File: src/rtl/coin_collector_if.sv
// Charge request channel between the coin collector and the cash handler.
// Latency: none, wires only.
// Backpressure: request is held by the master until the slave returns req_ack.
interface coin_collector_if;
  logic       req_valid;
  logic       req_mode;
  logic       req_func;
  logic [3:0] req_amount;
  logic       req_ack;
  logic       req_res;

  modport master (
    output req_valid, req_mode, req_func, req_amount,
    input  req_ack, req_res
  );

  modport slave (
    input  req_valid, req_mode, req_func, req_amount,
    output req_ack, req_res
  );
endinterface

File: src/rtl/coin_collector.sv
// Coin collector: accumulates coin credit, issues one customer charge, refunds on refusal/timeout/cancel.
// Latency: 1 cycle from coin/commit/cancel/ack edge to registered outputs.
// Backpressure: request held until req_ack or timeout; coins arriving while busy are rejected.
module coin_collector #(
  parameter int MAX_PENDING    = 15,
  parameter int TIMEOUT_CYCLES = 255
) (
  input  logic             clk_i,
  input  logic             rst_i,
  input  logic             coin_valid_i,
  input  logic [1:0]       coin_value_i,
  input  logic             commit_i,
  input  logic             cancel_i,
  coin_collector_if.master req_if,
  output logic [3:0]       pending_o,
  output logic             busy_o,
  output logic             coin_reject_o,
  output logic             charge_ok_o,
  output logic             refund_valid_o,
  output logic [3:0]       refund_amount_o
);

  typedef enum logic {COLLECT = 1'b0, REQ = 1'b1} state_t;

  state_t     state_q;
  logic [3:0] pending_q;
  logic       req_valid_q;
  logic       req_func_q;
  logic [3:0] req_amount_q;
  logic [7:0] cnt_q;
  logic       coin_reject_q;
  logic       charge_ok_q;
  logic       refund_valid_q;
  logic [3:0] refund_amount_q;

  logic [4:0] coin_v_d;
  logic       coin_bad_d;
  logic [4:0] sum_d;

  localparam logic [7:0] CNT_LAST = 8'(TIMEOUT_CYCLES - 1);
  localparam logic [4:0] MAX_P    = 5'(MAX_PENDING);

  // Decode the coin code and form the 5-bit tentative sum so overflow cannot wrap.
  always_comb begin
    coin_bad_d = 1'b0;
    case (coin_value_i)
      2'b00:   coin_v_d = 5'd1;
      2'b01:   coin_v_d = 5'd2;
      2'b10:   coin_v_d = 5'd5;
      default: begin
        coin_v_d   = 5'd0;
        coin_bad_d = 1'b1;
      end
    endcase
    sum_d = {1'b0, pending_q} + coin_v_d;
  end

  // Main FSM: credit accumulation, request issue/hold, and one-cycle result pulses.
  always_ff @(posedge clk_i or posedge rst_i) begin
    if (rst_i) begin
      state_q         <= COLLECT;
      pending_q       <= 4'd0;
      req_valid_q     <= 1'b0;
      req_func_q      <= 1'b0;
      req_amount_q    <= 4'd0;
      cnt_q           <= 8'd0;
      coin_reject_q   <= 1'b0;
      charge_ok_q     <= 1'b0;
      refund_valid_q  <= 1'b0;
      refund_amount_q <= 4'd0;
    end else begin
      coin_reject_q   <= 1'b0;
      charge_ok_q     <= 1'b0;
      refund_valid_q  <= 1'b0;
      refund_amount_q <= 4'd0;
      case (state_q)
        COLLECT: begin
          if (cancel_i) begin
            // Cancel outranks everything; a simultaneous coin is bounced.
            if (pending_q != 4'd0) begin
              refund_valid_q  <= 1'b1;
              refund_amount_q <= pending_q;
              pending_q       <= 4'd0;
            end
            coin_reject_q <= coin_valid_i;
          end else if (commit_i && (pending_q != 4'd0)) begin
            state_q       <= REQ;
            req_valid_q   <= 1'b1;
            req_func_q    <= 1'b1;
            req_amount_q  <= pending_q;
            cnt_q         <= 8'd0;
            coin_reject_q <= coin_valid_i;
          end else if (coin_valid_i) begin
            if (coin_bad_d || (sum_d > MAX_P)) begin
              coin_reject_q <= 1'b1;
            end else begin
              pending_q <= sum_d[3:0];
            end
          end
        end
        REQ: begin
          coin_reject_q <= coin_valid_i;
          // Ack is checked first so it wins over a timeout on the same edge.
          if (req_if.req_ack || (cnt_q == CNT_LAST)) begin
            if (req_if.req_ack && req_if.req_res) begin
              charge_ok_q <= 1'b1;
            end else begin
              refund_valid_q  <= 1'b1;
              refund_amount_q <= pending_q;
            end
            state_q      <= COLLECT;
            pending_q    <= 4'd0;
            req_valid_q  <= 1'b0;
            req_func_q   <= 1'b0;
            req_amount_q <= 4'd0;
            cnt_q        <= 8'd0;
          end else begin
            cnt_q <= cnt_q + 8'd1;
          end
        end
        default: state_q <= COLLECT;
      endcase
    end
  end

  assign req_if.req_valid  = req_valid_q;
  assign req_if.req_mode   = 1'b0;
  assign req_if.req_func   = req_func_q;
  assign req_if.req_amount = req_amount_q;
  assign pending_o         = pending_q;
  assign busy_o            = (state_q == REQ);
  assign coin_reject_o     = coin_reject_q;
  assign charge_ok_o       = charge_ok_q;
  assign refund_valid_o    = refund_valid_q;
  assign refund_amount_o   = refund_amount_q;

endmodule
File: src/flat_wrapper.sv
// flat-port wrapper written by rule: the top's interface ports become plain ports
module coin_collector_flat 
#(
  parameter int MAX_PENDING    = 15,
  parameter int TIMEOUT_CYCLES = 255
)
  (clk_i, rst_i, coin_valid_i, coin_value_i, commit_i, cancel_i, pending_o, busy_o, coin_reject_o, charge_ok_o, refund_valid_o, refund_amount_o, req_if_req_valid, req_if_req_mode, req_if_req_func, req_if_req_amount, req_if_req_ack, req_if_req_res);
  coin_collector_if req_if_i ();
  input  logic clk_i;
  input  logic rst_i;
  input  logic coin_valid_i;
  input  logic [1:0] coin_value_i;
  input  logic commit_i;
  input  logic cancel_i;
  output logic [3:0] pending_o;
  output logic busy_o;
  output logic coin_reject_o;
  output logic charge_ok_o;
  output logic refund_valid_o;
  output logic [3:0] refund_amount_o;
  output wire logic [$bits(req_if_i.req_valid)-1:0] req_if_req_valid;
  output wire logic [$bits(req_if_i.req_mode)-1:0] req_if_req_mode;
  output wire logic [$bits(req_if_i.req_func)-1:0] req_if_req_func;
  output wire logic [$bits(req_if_i.req_amount)-1:0] req_if_req_amount;
  input wire logic [$bits(req_if_i.req_ack)-1:0] req_if_req_ack;
  input wire logic [$bits(req_if_i.req_res)-1:0] req_if_req_res;
  assign req_if_req_valid = req_if_i.req_valid;
  assign req_if_req_mode = req_if_i.req_mode;
  assign req_if_req_func = req_if_i.req_func;
  assign req_if_req_amount = req_if_i.req_amount;
  assign req_if_i.req_ack = req_if_req_ack;
  assign req_if_i.req_res = req_if_req_res;
  coin_collector #(.MAX_PENDING(MAX_PENDING), .TIMEOUT_CYCLES(TIMEOUT_CYCLES)) u_core (.clk_i(clk_i), .rst_i(rst_i), .coin_valid_i(coin_valid_i), .coin_value_i(coin_value_i), .commit_i(commit_i), .cancel_i(cancel_i), .req_if(req_if_i), .pending_o(pending_o), .busy_o(busy_o), .coin_reject_o(coin_reject_o), .charge_ok_o(charge_ok_o), .refund_valid_o(refund_valid_o), .refund_amount_o(refund_amount_o));
endmodule
File: config.mk
export PLATFORM = sky130hd
export DESIGN_NAME = coin_collector_flat
export DESIGN_NICKNAME = d
export VERILOG_FILES = /design/src/rtl/coin_collector_if.sv /design/src/rtl/coin_collector.sv /design/src/flat_wrapper.sv
export SDC_FILE = /design/constraint.sdc
export NUM_CORES = 1
export LEC_CHECK = 0
export ABC_AREA = 0
export CORE_MARGIN = 2
export CORE_UTILIZATION = 53
export DETAILED_ROUTE_END_ITERATION = 6
export PLACE_DENSITY_LB_ADDON = 0.1
export RECOVER_POWER = 100
export SLEW_MARGIN = 20
export SYNTH_ARGS = -nofsm -noshare
export SYNTH_HDL_FRONTEND = slang
export SYNTH_SLANG_ARGS = --single-unit
File: constraint.sdc
create_clock -name clk_i -period 3.3 [get_ports clk_i]
set_input_delay 0.66 -clock clk_i [delete_from_list [all_inputs] [get_ports clk_i]]
set_output_delay 0.66 -clock clk_i [all_outputs]
set_load 0.01 [all_outputs]
# [Word-level counts from Yosys, hierarchy flattened]
# Index checks and enable logic that the tools add are counted.
[classes] n_addsub=2 n_lt_le_gt_ge=1 n_eq_ne=10 muxes=42 bitwise=1 reduce_logical=10
[op_table] operator="$mux W4" count=12
[op_table] operator="$mux W8" count=3
[op_table] operator="$pmux W4 S2" count=3
[op_table] operator="$mux W1" count=18
[op_table] operator="$pmux W8 S2" count=1
[op_table] operator="$ne A3 B3 Y1 const B" count=3
[op_table] operator="$pmux W3 S3" count=1
[op_table] operator="$add A8 B1 Y8 const B" count=1
[op_table] operator="$eq A8 B8 Y1 const B" count=1
[op_table] operator="$pmux W1 S2" count=4
[op_table] operator="$add A4 B3 Y5" count=1
[op_table] operator="$gt A5 B4 Y1 const B" count=1
[op_table] operator="$reduce_and A5 Y1" count=1
[op_table] operator="$ne A2 B2 Y1 const B" count=2
[op_table] operator="$reduce_bool A4 Y1" count=1
[op_table] operator="$ne A3 B2 Y1 const B" count=1
[op_table] operator="$reduce_and A3 Y1" count=1
[op_table] operator="$reduce_or A3 Y1" count=1
[op_table] operator="$eq A2 B1 Y1 const B" count=1
[op_table] operator="$eq A2 B2 Y1 const B" count=1
[op_table] operator="$logic_and A1 B1 Y1" count=2
[op_table] operator="$logic_not A2 Y1" count=1
[op_table] operator="$logic_or A1 B1 Y1" count=2
[op_table] operator="$ne A2 B1 Y1 const B" count=1
[op_table] operator="other kinds (2)" count=2
[totals] ff_bits=25 in_bits=9 output_inout_bits=19 wordCells=75

# [Longest topological paths before layout]
# Gate-level depths: netlist of the first run.
[depth] ltp_word=10 mapped_depth=8 mapped_depth_nobuf=8

# [Worst setup path after synthesis of the first run]
# Ideal clock, no wire load.
[synth_path] kind="in2reg" start="input port coin_value_i[0]" end="register u_core.pending_q[1], in the netlist u_core.pending_o[1]" setup_time_ns=0.125 arrival_ns=2.053 required_time_ns=3.175 path_slack_ns=1.122 stages=8 path_buffers=0 cell_sequence="inv_1 -> ha_1 -> inv_1 -> fa_1 -> nand3b_1 -> nand4_1 -> a211oi_4 -> mux2_4"
[synth_between] elab_chain_cells=8 elab_cells_between_ends=16 classes_between="add/sub (1); order compare (1); eq/ne (3); mux (7); reduce/logical (4)"
[synth_rtl] element="start, declared" line="flat_wrapper.sv:12" source="input logic [1:0] coin_value_i;"
[synth_rtl] element="parallel branches: the longest is 8 deep, another holds $add A4 B3 Y5"
[synth_rtl] element="end signal, assigned" line="coin_collector.sv:97" source="pending_q <= sum_d[3:0];"
[synth_rtl] element="end, declared" line="coin_collector.sv:26" source="logic [3:0] pending_q;"
# Parallel ways; which one is timed is not known. The select of a mux whose other input is x is not followed.
# A chain may end at the register's enable or synchronous reset.

# [Worst setup path in the final report of the first run]
# Same ends and word-level chain as after synthesis.

==> results of run 1 <==
## area by class of cell
| class | count | area, µm² |
|---|---|---|
| clock buffers | 3 | 22.52 |
| repair buffers | 26 | 260.3 |
| clock inverters | 1 | 5.005 |
| inverters | 15 | 56.30 |
| multi-input cells | 86 | 589.3 |
| fillers | 202 | 813.3 |
| flip-flops and latches | 25 | 625.6 |
| well taps | 30 | 37.54 |
## stage by stage
| stage | setup WS, ns | util | hold WS (ns) |
|---|---|---|---|
| 6_report | 0.6216 | 0.6625 | 0.5094 |
| 2_1_floorplan | 1.122 | - | 0.4931 |
| 3_5_place_dp | 0.3824 | 0.6537 | 0.4808 |
| 3_3_place_gp | 0.5283 | 0.6537 | 0.4826 |
| 5_1_grt | 0.4503 | 0.6625 | 0.5438 |
| 4_1_cts | 0.7305 | 0.6651 | 0.5198 |
## cell usage after synthesis, types with 2 or more instances
library cell   n  area share
dfrtp_1       25        0.48
inv_1         15       0.043
nand2_1       13       0.037
nor2_1         8       0.023
a21oi_1        6       0.023
o21ai_0        6       0.023
a22o_1         5       0.033
ha_1           5       0.048
a21o_1         3       0.017
mux2i_1        3       0.023
nand3_1        3       0.011
nand4_1        3       0.014
and3_1         2      0.0095
buf_4          2       0.011
clkbuf_1       2      0.0057
nand2b_1       2      0.0095
nand3b_1       2       0.011
nor2b_1        2      0.0095
or2_2          2      0.0095
xnor2_1        2       0.013
## state kept, by name (all words and copies together), names as in the netlist
signal / count
u_core.refund_amount_o: 4
u_core.coin_reject_o: 1
u_core.cnt_q: 8
u_core.req_if.req_valid: 1
u_core.refund_valid_o: 1
u_core.charge_ok_o: 1
u_core.busy_o: 1
u_core.pending_o: 4
u_core.req_if.req_amount: 4
## metal layers
| layer | share of wire | global-route usage | vias to the layer above |
|---|---|---|---|
| met4 | 0.011 | 0.03846 | 0 |
| met2 | 0.46 | 0.3638 | 29 |
| met3 | 0.060 | 0.03889 | 4 |
| met1 | 0.46 | 0.2898 | 481 |
| met5 | 0 | 0 | - |
| li1 | - | - | 501 |
## path summary, 6_finish.rpt
path / start / slack (ns) / cells past startpoint / to
worst max-delay path: coin_value_i[0] / 0.62 / 9 / u_core.pending_o[1]
worst min-delay path: u_core.req_if.req_valid / 0.51 / 1 / u_core.req_if.req_valid
worst max register to register: u_core.pending_o[3] / 1.07 / 4 / u_core.pending_o[1]
worst min register to register: u_core.req_if.req_valid / 0.51 / 1 / u_core.req_if.req_valid
max in group asynchronous: rst_i / 1.77 / 2 / u_core.cnt_q[6]
min in group asynchronous: rst_i / 0.98 / 2 / u_core.refund_amount_o[2]
## report_power, final
group / total [mW] / switching (mW) / internal, mW
sequential: 0.444 / 0.0666 / 0.378
clock: 0.136 / 0.0907 / 0.0452
combinational: 0.454 / 0.234 / 0.220
total: 1.03 / 0.391 / 0.643
## cells by family (layout without fill, tap and decap cells)
group / Yosys count / in the layout / share of synthesized area
simple gates: 41 / 41 / 0.1565
other cells: 1 / 1 / 0.002860
buf+inv: 20 / 45 / 0.06870
mux: 4 / 4 / 0.03435
compound gates: 31 / 31 / 0.1775
xor+xnor: 3 / 3 / 0.02004
fa+ha+maj: 6 / 6 / 0.06298
flops: 25 / 25 / 0.4771
## worst max-delay path, delay by kind of cell
kind	cells	cell delay, ns
and+or+nand+nor	2	0.32
buffers and inverters	3	0.74
AOI/OAI and AO/OA	1	0.37
muxes	1	0.36
adders and majority gates	2	0.42
==> out/metrics.yaml, run 1 <==
outcome:
  status: "finished clean"
clocking:
  clockBufferDepth: 2
  post_cts_buffers: 0
  htree_levels: 1
  cts.sinks: 25
  holdBufCountCts: 0
  clk_latency_ns: 0.31
  cts_made_buffers: 3
  cts_resized: 0
  cts_root_buf: "clkbuf_4"
  cts_tree: "done"
  path_clk_slew_ns: 0.14
placed_design:
  gp_congestion: 0.8473
  numPlacedInstances: 182
  hpwl_mm: 1.979
  portBuffers: 26
  place_area_um2: 1575
drt:
  ant_nets: 0
  viasPerCell: 5.457
  drt-initial-drc-count: 18
  drc: 0
  first_pass_iters: 4
  wire_per_inst_um: 13.99
  vias: 1015
  drt_wl_total_mm: 2.602
sta:
  slew_headroom: 0.3826
  hold_viol: 0
  clock_skew_ns: 0.002004
  fmax_mhz: 373.4
  rsz0062_at_grt: "no"
  tightest_slew_ns: 0.9251
  setup_viol: 0
  period_share: 0.8116
  setup-tns-final_ns: 0
  slew_violations: 0
  period_minus_slack_ns: 2.678
final_layout:
  finish.instance_area_um2: 1597
  fin_cells: 186
  drive_gt1_frac: 0.05128
  synthToLayoutAreaGrowth_pct: 21.76
  layout_commonest_cell: "dfrtp_1"
  nNetsFinal: 172
  layout_common_cells: "25 x dfrtp_1, 22 x dlygate4sd3_1, 15 x inv_1"
  diodes: 0
global_routing:
  grt_pass1_wl_mm: 4.540
  grt_pass1_vias: 965
  grt_max_degree: 26
  gr-total-overflow: 0
  track_usage: 0.2150
  antenna_found_initial: 0
synthesis:
  synth_edf_count: 0
  avgSynthCellArea_um2: 10.01
  yosys_register_bits: 25
  synth_area_um2: 1311
  synth_flop_cell: "dfrtp_1"
  yosys_warnings: 0
  ys_async_sr_fraction: 1.000
  syn-num-nets: 146
  yosysUniqueCellTypes: 40
  synth-seq-area-share: 0.4771
  synth_cells: 131
floorplanning:
  die-area_um2: 2888
  die_h_um: 53.74
  core_um2: 2410
  start_util: 0.5441
  die_x_um: 53.74
  row_count: 18
  boundaryPins: 28
power:
  peakVddDrop_uv: 401.6
  p_leak_nw: 0.7757
  total_power_mw: 1.034
  power.density_nw_per_um2: 647.9
critical_path:
  path_class: "in2reg"
  cp_cell_sequence: "dlygate4sd3_1, inv_1, ha_1, inv_1, fa_1, nand3b_1, nand4_1, a211oi_4, mux2_1"
  cp.required_ns: 3.51
  critical_path.slowest_cell: "dlygate4sd3_1"
  crit_top_cell: "inv_1"
  cp.arrival_ns: 2.89
  cp_max_fo: 4
  cp-start-kind: "primary input"
  max_stage_delay_ns: 0.60
  worstSetupEndpointType: "flip-flop"
job:
  drv_cap: 0
min_path:
  hp-class: "reg2reg"
Note: power is estimated with default switching activity, not from simulation.
==> run 2: changes to the inputs <==
--- a/config.mk
+++ b/config.mk
@@ -7,7 +7,7 @@
 export LEC_CHECK = 0
 export ABC_AREA = 0
 export CORE_MARGIN = 2
-export CORE_UTILIZATION = 53
+export CORE_UTILIZATION = 50
 export DETAILED_ROUTE_END_ITERATION = 6
 export PLACE_DENSITY_LB_ADDON = 0.1
 export RECOVER_POWER = 100
==> constraint.sdc (replaced) <==
create_clock -name clk_i -period 2.7 [get_ports clk_i]
set_input_delay 0.54 -clock clk_i [delete_from_list [all_inputs] [get_ports clk_i]]
set_output_delay 0.54 -clock clk_i [all_outputs]
set_load 0.01 [all_outputs]
==> run 2 against run 1 <==
- critical path depth unchanged
- clock power increased by 26%
- routed wire length decreased by 1.2%
- final cell count increased by 1.1%
- die area increased by 5.5%
- non-clock buffer count increased by 2
- sequential cell count unchanged
- clock-buffer cell count unchanged
- combinational power increased by 26%
- first-iteration DRC count unchanged
- final area increased by 0.94%
==> out/metrics.yaml, run 2 (same netlist as run 1, synthesis figures left out) <==
sta:
  tightest_slew_ns: 1.281  # was 0.9251 ns
  setup_ws_ns: 0.3291  # was 0.6216 ns
  setup_viol: 0  # unchanged
  setup-tns-final_ns: 0  # unchanged
  clock_skew_ns: 0.004664  # was 0.002004 ns
  period_minus_slack_ns: 2.371
  period_share: 0.8781
  slew_headroom: 0.1460  # was 0.3826
  slew_violations: 0  # unchanged
  hold_viol: 0  # unchanged
  rsz0062_at_grt: "no"  # unchanged
  fmax_mhz: 421.8
global_routing:
  antenna_found_initial: 0  # unchanged
  track_usage: 0.1883  # was 0.2150
  grt_pass1_wl_mm: 4.712  # was 4.540 mm
  gr-total-overflow: 0  # unchanged
  grt_pass1_vias: 1042  # was 965
  grt_max_degree: 25  # was 26
floorplanning:
  start_util: 0.5293  # was 0.5441
  row_count: 18  # unchanged
  core_um2: 2477  # was 2410 µm²
  die-area_um2: 3048  # was 2888 µm²
  die_x_um: 55.21  # was 53.74 µm
  die_h_um: 55.21  # was 53.74 µm
  boundaryPins: 28  # unchanged
clocking:
  holdBufCountCts: 0  # unchanged
  htree_levels: 1  # unchanged
  cts_resized: 0  # unchanged
  path_clk_slew_ns: 0.14  # about the same
  cts_root_buf: "clkbuf_4"  # unchanged
  post_cts_buffers: 0  # unchanged
  cts_made_buffers: 3  # unchanged
  clockBufferDepth: 2  # unchanged
  cts_tree: "done"  # unchanged
  clk_latency_ns: 0.32  # was 0.31 ns
  cts.sinks: 25  # unchanged
drt:
  viasPerCell: 5.388  # was 5.457
  drc: 0  # unchanged
  first_pass_iters: 4  # unchanged
  drt_wl_total_mm: 2.572  # was 2.602 mm
  wire_per_inst_um: 13.68  # was 13.99 µm
  vias: 1013  # was 1,015
  ant_nets: 0  # unchanged
  drt-initial-drc-count: 18  # unchanged
final_layout:
  regMostFlops: "u_core.cnt_q"  # unchanged
  nNetsFinal: 174  # was 172
  diodes: 0  # unchanged
  largest_register_ffs: 8  # unchanged
  drive_gt1_frac: 0.06329  # was 0.05128
  layout_common_cells: "25 x dfrtp_1, 21 x dlygate4sd3_1, 15 x inv_1"  # was 25 x dfrtp_1, 22 x dlygate4sd3_1, 15 x inv_1
  finish.instance_area_um2: 1612  # was 1597 µm²
  synthToLayoutAreaGrowth_pct: 22.90  # was 21.76%
  layout_commonest_cell: "dfrtp_1"  # unchanged
power:
  total_power_mw: 1.287  # was 1.034 mW
  p_leak_nw: 0.7834  # was 0.7757 nW
  peakVddDrop_uv: 501.7  # was 401.6 µV
  power.density_nw_per_um2: 798.3  # was 647.9 nW/µm²
placed_design:
  hpwl_mm: 1.939  # was 1.979 mm
  portBuffers: 26  # unchanged
  gp_congestion: 0.8059  # was 0.8473
  place_area_um2: 1590  # was 1575 µm²
  pre_cts_slack_ns: 0.05424  # was 0.3824 ns
critical_path:
  cp.arrival_ns: 2.59  # was 2.89 ns
  cp-start-kind: "primary input"  # unchanged
  cp_max_fo: 4  # unchanged
  worstSetupEndpointType: "flip-flop"  # unchanged
  cp.required_ns: 2.92  # was 3.51 ns
  path_class: "in2reg"  # unchanged
outcome:
  status: "finished clean"  # unchanged
min_path:
  hp-class: "in2async"  # was reg2reg
job:
  drv_cap: 0  # unchanged
## run 2: critical path: stages
cell,delay [ns]
dlygate4sd3_1,0.59
inv_1,0.06
ha_1,0.19
inv_1,0.07
fa_1,0.19
nand3b_1,0.14
nand4_1,0.18
a211oi_4,0.32
mux2_4,0.32
## run 2: worst paths after layout
check	from	slack (ns)	end	cells past startpoint
max	coin_value_i[0]	0.33	u_core.pending_o[1]	9
min	rst_i	0.48	u_core.refund_amount_o[0]	2
max reg2reg	u_core.pending_o[3]	0.61	u_core.pending_o[1]	4
min reg2reg	u_core.req_if.req_amount[2]	0.51	u_core.req_if.req_amount[2]	1
max in group asynchronous	rst_i	0.86	u_core.pending_o[1]	3
min in group clk_i	u_core.req_if.req_amount[2]	0.51	u_core.req_if.req_amount[2]	1
## run 2: final cells by class
cell class	instances	area [µm²]
sequential	25	625.6
fill	213	865.8
timing repair buffer	28	271.5
clock inverter	1	5.005
clock buffer	3	22.52
tap	30	37.54
inverter	15	56.30
multi-input combinational	86	593.1
## run 2: metrics by stage
stage	std cells	hold slack, ns	util
6_report	188	0.4761	0.6505
3_3_place_gp	184	0.4818	0.6419
3_5_place_dp	184	0.4801	0.6419
2_1_floorplan	131	0.4931	-
5_1_grt	188	0.4799	0.6505
4_1_cts	188	0.3284	0.6530
## run 2: routing by layer
layer	share of wire	vias up	GRT usage
li1	-	503	-
met1	0.49	479	0.2712
met2	0.47	29	0.3061
met3	0.038	2	0.02342
met4	0.0078	0	0.04181
met5	0	-	0
## run 2: where the power goes
group	internal (mW)	total (mW)	switching, mW
registers	0.462	0.545	0.0831
clock network	0.0555	0.171	0.115
logic	0.287	0.571	0.284
total	0.804	1.29	0.483
